$ cat config.mk
export PLATFORM = sky130hd
export DESIGN_NAME = button_event_decoder
export DESIGN_NICKNAME = d
export VERILOG_FILES = /design/src/rtl/button_event_decoder.sv
export SDC_FILE = /design/constraint.sdc
export NUM_CORES = 1
export LEC_CHECK = 0
export CORE_MARGIN = 2
export CORE_UTILIZATION = 24
export CTS_BUF_LIST = sky130_fd_sc_hd__clkbuf_8
export CTS_CLUSTER_SIZE = 25
export DETAILED_ROUTE_END_ITERATION = 12
export GPL_TIMING_DRIVEN = 1
export PLACE_DENSITY = 0.48
export SYNTH_ARGS = -nofsm -noshare
export SYNTH_HDL_FRONTEND = slang
export SYNTH_SLANG_ARGS = --single-unit
$ cat constraint.sdc
create_clock -name clk -period 2.9 [get_ports clk]
set_clock_uncertainty 0.15 [all_clocks]
set_input_delay 0.435 -clock clk [delete_from_list [all_inputs] [get_ports clk]]
set_output_delay 0.435 -clock clk [all_outputs]
set_load 0.01 [all_outputs]
$ cat src/rtl/button_event_decoder.sv
// Turns a debounced switch level into single-cycle press/release/click/long/repeat events.
// All timing comes from a local tick prescaler, and every output is registered.
module button_event_decoder #(
  parameter int TICK_M       = 1_000_000,
  parameter int LONG_TICKS   = 100,
  parameter int REPEAT_TICKS = 20
) (
  input  logic clk,
  input  logic reset,
  input  logic db,
  output logic press_tick,
  output logic release_tick,
  output logic click_tick,
  output logic long_tick,
  output logic repeat_tick,
  output logic held
);

  localparam int Q_W    = (TICK_M > 1)       ? $clog2(TICK_M)       : 1;
  localparam int HOLD_W = (LONG_TICKS > 1)   ? $clog2(LONG_TICKS)   : 1;
  localparam int REP_W  = (REPEAT_TICKS > 1) ? $clog2(REPEAT_TICKS) : 1;

  localparam logic [Q_W-1:0]    Q_LAST    = Q_W'(TICK_M - 1);
  localparam logic [HOLD_W-1:0] HOLD_LAST = HOLD_W'(LONG_TICKS - 1);
  localparam logic [REP_W-1:0]  REP_LAST  = REP_W'(REPEAT_TICKS - 1);

  typedef enum logic [1:0] {
    ST_IDLE    = 2'd0,
    ST_PRESSED = 2'd1,
    ST_LONG    = 2'd2
  } state_t;

  state_t r_state;
  state_t w_state_next;

  logic              r_db_d;
  logic [Q_W-1:0]    r_q;
  logic [HOLD_W-1:0] r_hold_cnt;
  logic [REP_W-1:0]  r_rep_cnt;

  logic w_rise;
  logic w_fall;
  logic w_tick;
  logic w_hold_last;
  logic w_rep_last;

  logic w_press_next;
  logic w_release_next;
  logic w_click_next;
  logic w_long_next;
  logic w_repeat_next;
  logic w_held_next;

  assign w_rise      = db & ~r_db_d;
  assign w_fall      = ~db & r_db_d;
  assign w_tick      = (r_q == Q_LAST);
  assign w_hold_last = (r_hold_cnt == HOLD_LAST);
  assign w_rep_last  = (r_rep_cnt == REP_LAST);

  always_ff @(posedge clk) begin
    if (reset) begin
      r_state <= ST_IDLE;
    end else begin
      r_state <= w_state_next;
    end
  end

  // A release always beats a coinciding tick.
  always_comb begin
    w_state_next = r_state;
    case (r_state)
      ST_IDLE: begin
        if (w_rise) w_state_next = ST_PRESSED;
      end
      ST_PRESSED: begin
        if (w_fall)                     w_state_next = ST_IDLE;
        else if (w_tick && w_hold_last) w_state_next = ST_LONG;
      end
      ST_LONG: begin
        if (w_fall) w_state_next = ST_IDLE;
      end
      default: w_state_next = ST_IDLE;
    endcase
  end

  always_comb begin
    w_press_next   = 1'b0;
    w_release_next = 1'b0;
    w_click_next   = 1'b0;
    w_long_next    = 1'b0;
    w_repeat_next  = 1'b0;
    case (r_state)
      ST_IDLE: begin
        w_press_next = w_rise;
      end
      ST_PRESSED: begin
        w_release_next = w_fall;
        w_click_next   = w_fall;
        w_long_next    = ~w_fall & w_tick & w_hold_last;
      end
      ST_LONG: begin
        w_release_next = w_fall;
        w_repeat_next  = ~w_fall & w_tick & w_rep_last;
      end
      default: ;
    endcase
    w_held_next = (w_state_next == ST_PRESSED) || (w_state_next == ST_LONG);
  end

  // db_d resets high so a button held through reset needs a fresh press.
  always_ff @(posedge clk) begin
    if (reset) begin
      r_db_d     <= 1'b1;
      r_q        <= '0;
      r_hold_cnt <= '0;
      r_rep_cnt  <= '0;
    end else begin
      r_db_d <= db;
      if ((w_state_next != r_state) || w_tick) begin
        r_q <= '0;
      end else begin
        r_q <= r_q + 1'b1;
      end
      case (r_state)
        ST_IDLE: begin
          if (w_rise) r_hold_cnt <= '0;
        end
        ST_PRESSED: begin
          if (!w_fall && w_tick) begin
            if (w_hold_last) r_rep_cnt  <= '0;
            else             r_hold_cnt <= r_hold_cnt + 1'b1;
          end
        end
        ST_LONG: begin
          if (!w_fall && w_tick) begin
            if (w_rep_last) r_rep_cnt <= '0;
            else            r_rep_cnt <= r_rep_cnt + 1'b1;
          end
        end
        default: ;
      endcase
    end
  end

  always_ff @(posedge clk) begin
    if (reset) begin
      press_tick   <= 1'b0;
      release_tick <= 1'b0;
      click_tick   <= 1'b0;
      long_tick    <= 1'b0;
      repeat_tick  <= 1'b0;
      held         <= 1'b0;
    end else begin
      press_tick   <= w_press_next;
      release_tick <= w_release_next;
      click_tick   <= w_click_next;
      long_tick    <= w_long_next;
      repeat_tick  <= w_repeat_next;
      held         <= w_held_next;
    end
  end

endmodule

**Word level (Yosys, flattened, before mapping)**

Cells that the tools add are included.

- Bits in latches: 0
- Output and inout bits: 6
- Logic and storage cells: 69
- Register bits: 41
- Memory bits (writable): 0
- Memories kept: 0
- Bits of input ports: 3
- Memory bits (read-only): 0

- $lt $le $gt $ge: 0
- Multiplexer cells: 14
- Multiply operators: 0
- Reductions and logical operators: 16
- Equality and inequality tests: 13
- Shift-type cells: 0
- Bitwise operators: 12
- $add $sub $neg: 3
- Div/mod/pow operators: 0

Operators by type and width:

| operator | count |
|---|---|
| $mux 7 | 3 |
| $add 20x1->20 const B | 1 |
| $eq 20x20->1 const B | 1 |
| $mux 5 | 4 |
| $pmux 7 s2 | 1 |
| $reduce_or 2->1 | 6 |
| $ne 2x2->1 const B | 5 |
| $pmux 5 s2 | 1 |
| $mux 2 | 4 |
| $reduce_and 4->1 | 2 |
| $add 7x1->7 const B | 1 |
| $eq 7x7->1 const B | 1 |
| $not 1->1 | 7 |
| $pmux 2 s3 | 1 |
| $add 5x1->5 const B | 1 |
| $and 1x1->1 | 5 |
| $eq 5x5->1 const B | 1 |
| $eq 2x1->1 const B | 2 |
| $eq 2x2->1 const B | 2 |
| $reduce_bool 2->1 | 2 |
| $logic_and 1x1->1 | 2 |
| $logic_not 2->1 | 1 |
| $logic_or 1x1->1 | 2 |
| $ne 2x2->1 | 1 |
| $logic_not 1->1 | 1 |

**Longest topological paths before layout**

Gate-level depths: netlist of run 1.

- Depth in word-level cells: 8
- Mapped depth: 10
- Mapped depth without buffers: 8

**Worst setup path after synthesis of run 1**

No wires, ideal clock.

- Path type: register to register
- Start: reg r_state[1]
- End: reg r_rep_cnt[4]
- Required time: 2,680 ps
- Period minus slack after synthesis: 2,290 ps
- Slack: 610 ps
- Path buffers: 1
- Cell stages (with the launch flop): 9
- Arrival time: 2,069 ps
- Library setup time: 70 ps
- Cell sequence: dfxtp_1 -> inv_1 -> ha_1 -> clkbuf_1 -> or2_2 -> a21boi_0 -> a21boi_0 -> or4_1 -> a21oi_1

- Longest elaborated chain between the ends: 3
- Elaborated cells on any way between the ends: 8
- Classes of those cells: 5 x eq/ne; 1 x mux; 2 x reduce/logical

Ends and longest elaborated chain:

| element | RTL line | text |
|---|---|---|
| start, declared | 33 | `state_t r_state;` |
| start signal, assigned | 64 | `r_state <= w_state_next;` |
| $eq 2x2->1 / $eq 2x1->1 (equally long branches) | 124 | `case (r_state)` |
| $ne 2x2->1 (no source line) / $reduce_bool 2->1 (equally long branches) | -- |  |
| $reduce_and 4->1 (no source line) | -- |  |
| end signal, assigned | 137 | `else r_rep_cnt <= r_rep_cnt + 1'b1;` |
| end, declared | 39 | `logic [REP_W-1:0] r_rep_cnt;` |

Several ways; a longest one is shown, not always the timed one.
A chain may end at the register's enable or synchronous reset.

**Worst setup path after layout of run 1**

- Start: reg r_state[0]
- End: reg r_rep_cnt[4]

The elaborated chain is that of the path after synthesis.

==> flow_metrics.py, run 1 <==
metrics = {
    "clock_network": {
        "insertion_delay_ns": 0.29,
        "clock-sinks": 41,
        "cts_tree": "yes",
        "clkTransAtPathRegs_ns": 0.09,
        "numCtsBuffers": 5,
        "clk_path_buf_depth": 2,
        "cts.repair.resized": 0,
        "post-cts-setup-buffer-count": 0,
        "root_buffer": "clkbuf_8",
        "cts_hold_buffers": 0,
        "cts_max_level": 2,
    },
    "sta": {
        "relSlewSlack_pct": 55.8,
        "slew_violations": 0,
        "finalHoldViolCount": 0,
        "rsz0062_at_grt": "false",
        "timing.setup.tns_ns": 0,
        "setup_viol": 0,
        "fmax_mhz": 405,
        "post-route-period-util_pct": 85.2,
        "worst_pin_slew_ns": 0.657,
        "hold_ws_ns": 0.317,
        "post-route-min-period_ns": 2.47,
    },
    "synthesis": {
        "syn-num-nets": 252,
        "synth_enable_flop_cells": 0,
        "synth_top_area_share_pct": 39.9,
        "synth_area_leaders": "dfxtp_1, nor2_1, xor2_1",
        "synth-seq-cells": 41,
        "postSynth.asyncResetShare_pct": 0,
        "synth_commonest_cells": "dfxtp_1, nor2_1, nand2_1",
        "synth_top_area_cell": "dfxtp_1",
        "synth.cell_area_um2": 2060,
        "ys.warnings.count": 0,
        "synth_most_common_cell": "dfxtp_1",
        "syn_area_per_cell_um2": 8.51,
        "synth.distinct_cells": 46,
        "ys_seq_area_share_pct": 39.9,
        "syn_inst": 242,
        "synth_top_flop_cell": "dfxtp_1",
    },
    "job": {
        "cap_violations": 0,
    },
    "setup_path": {
        "r2r_start": "r_state[0]",
        "critPathMaxFanout": 7,
        "slowest_stage": "or4_1",
        "cp-end-kind": "register",
        "crit_chain": "inv_1 -> ha_1 -> or2_2 -> a21boi_0 -> a21boi_0 -> or4_1 -> a21oi_1",
        "path_common_cell": "a21boi_0",
        "cp-start-kind": "register",
        "critical_path_class": "reg2reg",
        "r2r_end": "r_rep_cnt[4]",
        "cpPeakStageDelay_ns": 0.57,
        "r2r_setup_slack_ns": 0.43,
        "required_ns": 2.97,
        "cp.arrival_ns": 2.54,
        "reg2regPathDepth": 7,
    },
    "global_routing": {
        "track_usage_pct": 9.97,
        "grt-ovfl-total": 0,
        "grt_max_degree": 18,
        "grt_pass1_wl_mm": 7.72,
        "met2_usage_pct": 14.5,
        "use_met3_pct": 3.03,
        "antenna_found_initial": 0,
        "met1_usage_pct": 13.8,
        "grt_pass1_vias": 1644,
        "busiest_layer": "met2",
    },
    "routing": {
        "drt_iter0_drc": 73,
        "ant_nets": 0,
        "drt-wirelength-per-cell_um": 11.8,
        "dr.pass1.iters": 4,
        "vias": 1649,
        "viasPerCell": 4.54,
        "wl_mm": 4.29,
        "drc": 0,
    },
    "placed_design": {
        "gp_congestion": 0.802,
        "port_buffers": 8,
        "dp_hpwl_mm": 3.14,
        "place_area_um2": 2290,
    },
    "pwr": {
        "static-leakage-power_nw": 0.799,
        "powerDensity_nw_per_um2": 429,
        "irDropWorstVdd_mv": 0.169,
    },
    "run_status": {
        "status": "completed",
    },
    "die": {
        "core.rowCount": 33,
        "io_pins": 9,
        "core_area_um2": 8260,
        "fp.dieH_um": 96.6,
        "die-area_um2": 9330,
        "start_util_pct": 24.9,
        "die_w_um": 96.6,
    },
    "layout": {
        "syn_to_final_growth_pct": 15.6,
        "design.final.nets": 267,
        "drive_gt1_share_pct": 10.9,
        "fin_area_um2": 2380,
        "diodes": 0,
    },
    "min_path": {
        "min_to": "r_q[0]",
        "hold_path.startpoint": "r_q[0]",
        "hold_depth": 1,
        "hp-class": "reg2reg",
    },
}
[cells by family after synthesis]
group,after synthesis,synth area share (%)
simple gates,122,32.4
flops,41,39.9
compound gates,35,10.9
xor+xnor,23,9.79
buf+inv,14,2.74
fa+ha+maj,7,4.26
[cell type report]
cell class / instances / area, µm²
Clock buffer: 5 / 68.8
Clock inverter: 3 / 17.5
Fill cell: 900 / 5880
Inverter: 7 / 26.3
Multi-Input combinational cell: 187 / 1180
Sequential cell: 41 / 821
Tap cell: 105 / 131
Timing Repair Buffer: 15 / 133
[worst max-delay path: cells and delay by family, from the launching register on]
| kind | cells | cell delay [ns] |
|---|---|---|
| compound gates | 3 | 0.49 |
| buf+inv | 1 | 0.12 |
| fa+ha+maj | 1 | 0.28 |
| flops | 1 | 0.45 |
| simple gates | 2 | 0.93 |
[through the flow]
stage	setup slack (ns)	std cells	utilization (%)	power [mW]
global route	0.196	363	28.8	1.07
finish	0.429	363	28.8	1.02
floorplan	0.610	242	-	0.632
CTS	0.433	363	28.8	1.04
global placement	0.274	355	27.8	0.660
detailed placement	0.269	355	27.8	0.659
[placed cells by master (no fill, tap or decap), types with 3 or more instances in the layout]
master / synthesis / final
dfxtp_1: 41 / 41
nor2_1: 37 / 37
nand2_1: 23 / 23
xor2_1: 13 / 13
a21oi_1: 12 / 12
nand3_1: 11 / 11
xnor2_1: 10 / 10
clkdlybuf4s50_1: 0 / 8
inv_1: 7 / 7
o21ai_0: 7 / 7
ha_1: 7 / 7
buf_4: 0 / 7
nand4_1: 6 / 6
and2_1: 5 / 5
clkbuf_8: 0 / 5
nor3_1: 4 / 4
or2_2: 4 / 4
nand2b_1: 3 / 3
nor4_1: 3 / 3
nand3b_1: 3 / 3
a21boi_0: 3 / 3
or4_1: 3 / 3
[registers in the layout (all words and copies together) (netlist names), 2 cells and up]
| signal | flops |
|---|---|
| r_q | 20 |
| r_rep_cnt | 5 |
| r_hold_cnt | 7 |
| r_state | 2 |
[power breakdown]
part	switching [mW]	total (mW)	leakage [nW]	internal, mW
Combinational	0.0407	0.0699	0.424	0.0292
Sequential	0.00626	0.576	0.331	0.570
Clock	0.208	0.374	0.0439	0.166
Total	0.255	1.02	0.799	0.765
[layer usage]
layer | vias up | wire length, µm
met5 | - | 0
met4 | 0 | 44
met1 | 749 | 2270
met2 | 22 | 1830
met3 | 4 | 150
li1 | 874 | -
[worst max-delay path by stage]
| stage | cells after the start | slack, ns | start | end |
|---|---|---|---|---|
| 2_1_floorplan | 8 | 0.61 | r_state[1] | r_rep_cnt[4] |
| 3_3_place_gp | 8 | 0.27 | db | r_q[9] |
| 3_5_place_dp | 8 | 0.27 | db | r_q[14] |
| 4_1_cts | 7 | 0.43 | r_state[0] | r_rep_cnt[4] |
| 5_1_grt | 7 | 0.20 | r_state[0] | r_rep_cnt[3] |
| 6_report | 7 | 0.43 | r_state[0] | r_rep_cnt[4] |
Note: power is estimated with default switching activity, not from simulation.
==> run 2: changes to the inputs <==
--- a/config.mk
+++ b/config.mk
@@ -6,12 +6,14 @@
 export NUM_CORES = 1
 export LEC_CHECK = 0
 export CORE_MARGIN = 2
-export CORE_UTILIZATION = 24
+export CORE_UTILIZATION = 55
 export CTS_BUF_LIST = sky130_fd_sc_hd__clkbuf_8
 export CTS_CLUSTER_SIZE = 25
 export DETAILED_ROUTE_END_ITERATION = 12
 export GPL_TIMING_DRIVEN = 1
-export PLACE_DENSITY = 0.48
+export PLACE_DENSITY = 0.82
+export SETUP_SLACK_MARGIN = 0.15
 export SYNTH_ARGS = -nofsm -noshare
 export SYNTH_HDL_FRONTEND = slang
 export SYNTH_SLANG_ARGS = --single-unit
+export TNS_END_PERCENT = 50
==> flow_metrics.py, run 2 (synthesized netlist as in run 1, its figures left out) <==
metrics = {
    "routing": {
        "wl_mm": 3.93,
        "vias": 1685,
        "drt-wirelength-per-cell_um": 13.1,
        "dr.pass1.iters": 4,
        "drc": 0,
        "viasPerCell": 5.60,
        "ant_nets": 0,
        "drt_iter0_drc": 83,
    },
    "global_routing": {
        "antenna_found_initial": 0,
        "use_met3_pct": 4.45,
        "busiest_layer": "met2",
        "grt_pass1_wl_mm": 7.01,
        "met1_usage_pct": 27.5,
        "track_usage_pct": 20.8,
        "grt_max_degree": 19,
        "grt_pass1_vias": 1611,
        "grt-ovfl-total": 0,
        "met2_usage_pct": 32.9,
    },
    "setup_path": {
        "critPathMaxFanout": 7,
        "startpoint": "r_state[0]",
        "r2r_setup_slack_ns": 0.30,
        "critPathTopFamily": "simple AND/OR/NAND/NOR gates",
        "worstSetupEndpoint": "r_rep_cnt[4]",
        "worst-path-stages": 7,
        "r2r_start": "r_state[0]",
        "cp-start-kind": "register",
        "r2r_end": "r_rep_cnt[4]",
        "required_ns": 2.98,
        "crit_chain": "inv_1 -> ha_1 -> or2_2 -> a21boi_0 -> a21boi_0 -> or4_1 -> a21oi_1",
        "critical_path_class": "reg2reg",
        "cp-end-kind": "register",
        "slowest_stage": "or4_1",
        "path_common_cell": "a21boi_0",
        "cpPeakStageDelay_ns": 0.59,
        "reg2regPathDepth": 7,
        "cp_num_buf_inv": 1,
        "cp.arrival_ns": 2.69,
    },
    "min_path": {
        "hold_depth": 1,
        "hold_path.startpoint": "r_q[0]",
        "hp-class": "reg2reg",
    },
    "pwr": {
        "powerDensity_nw_per_um2": 483,
        "irDropWorstVdd_mv": 0.356,
        "static-leakage-power_nw": 0.788,
    },
    "sta": {
        "slew_violations": 0,
        "rsz0062_at_grt": "true",
        "fmax_mhz": 384,
        "finalHoldViolCount": 0,
        "relSlewSlack_pct": 52.8,
        "timing.setup.tns_ns": 0,
        "worst_pin_slew_ns": 0.701,
        "post-route-period-util_pct": 89.8,
        "setup_viol": 0,
        "post-route-min-period_ns": 2.60,
        "hold_ws_ns": 0.330,
    },
    "clock_network": {
        "cts_tree": "yes",
        "clock-sinks": 41,
        "numCtsBuffers": 5,
        "insertion_delay_ns": 0.30,
        "root_buffer": "clkbuf_8",
        "clk_path_buf_depth": 2,
        "clkTransAtPathRegs_ns": 0.08,
        "cts_max_level": 2,
    },
    "placed_design": {
        "port_buffers": 8,
        "place_area_um2": 2180,
        "gp_congestion": 0.927,
        "dp_hpwl_mm": 2.73,
    },
    "layout": {
        "syn_to_final_growth_pct": 12.0,
        "most-common-layout-cells": "dfxtp_1, nor2_1, nand2_1",
        "top_register": "r_q",
        "mostFrequentLayoutCell": "dfxtp_1",
        "top_regs": "r_q x20, r_hold_cnt x7, r_rep_cnt x5",
        "design.final.nets": 262,
        "final_util_pct": 63.5,
        "drive_gt1_share_pct": 9.49,
        "n_fill_cell": 323,
        "diodes": 0,
        "largest_reg_flops": 20,
        "fin_area_um2": 2310,
    },
    "die": {
        "fp.dieH_um": 65.2,
        "die_w_um": 65.2,
        "die-area_um2": 4250,
        "core_area_um2": 3630,
        "start_util_pct": 56.6,
        "io_pins": 9,
        "core.rowCount": 22,
    },
    "job": {
        "cap_violations": 0,
    },
    "run_status": {
        "status": "completed",
    },
}
-- run 2: report_power, final --
group | switching [mW] | internal, mW | total, mW
clock | 0.196 | 0.280 | 0.476
combinational | 0.0379 | 0.0240 | 0.0618
sequential | 0.00680 | 0.570 | 0.576
total | 0.241 | 0.873 | 1.11
-- run 2: cell type report --
| cell class | instances | area, µm² | share of cell area [%] |
|---|---|---|---|
| clock buffers | 6 | 82.6 | 3.58 |
| repair buffers | 10 | 95.1 | 4.12 |
| clock inverters | 2 | 37.5 | 1.63 |
| well taps | 48 | 60.1 | 2.60 |
| flip-flops and latches | 41 | 821 | 35.6 |
| inverters | 7 | 26.3 | 1.14 |
| multi-input cells | 187 | 1180 | 51.3 |
-- run 2: worst register-to-register path, stage by stage (launching register included) --
cell and delay [ns]:
dfxtp_1 0.49, inv_1 0.14, ha_1 0.29, or2_2 0.36, a21boi_0 0.13, a21boi_0 0.22, or4_1 0.59, a21oi_1 0.16
-- run 2: worst min path at each step --
stage	slack (ns)	to
floorplan	0.28	r_q[0]
global placement	0.30	r_q[0]
detailed placement	0.31	r_q[0]
CTS	0.33	r_q[0]
global route	0.38	r_q[0]
finish	0.33	r_q[0]
-- run 2: per-stage QoR --
stage	std cells	power, mW	setup slack [ns]
3_5_place_dp	293	0.649	0.134
2_1_floorplan	242	0.632	0.610
5_1_grt	301	1.15	0.136
4_1_cts	301	1.12	0.314
3_3_place_gp	293	0.649	0.203
6_report	301	1.11	0.297
-- run 2: layer usage --
layer	share of wire (%)	wire, µm	up-vias
met1	48	1890	777
li1	-	-	857
met2	46	1820	41
met4	1.7	67	0
met3	4.2	166	10
met5	0	0	-
-- run 2: repair_timing --
item | CTS | global route
hold buffers | 0 | 0
setup buffers | 0 | 0
gates resized for setup | 0 | 1
setup endpoints to repair | 0 | 16
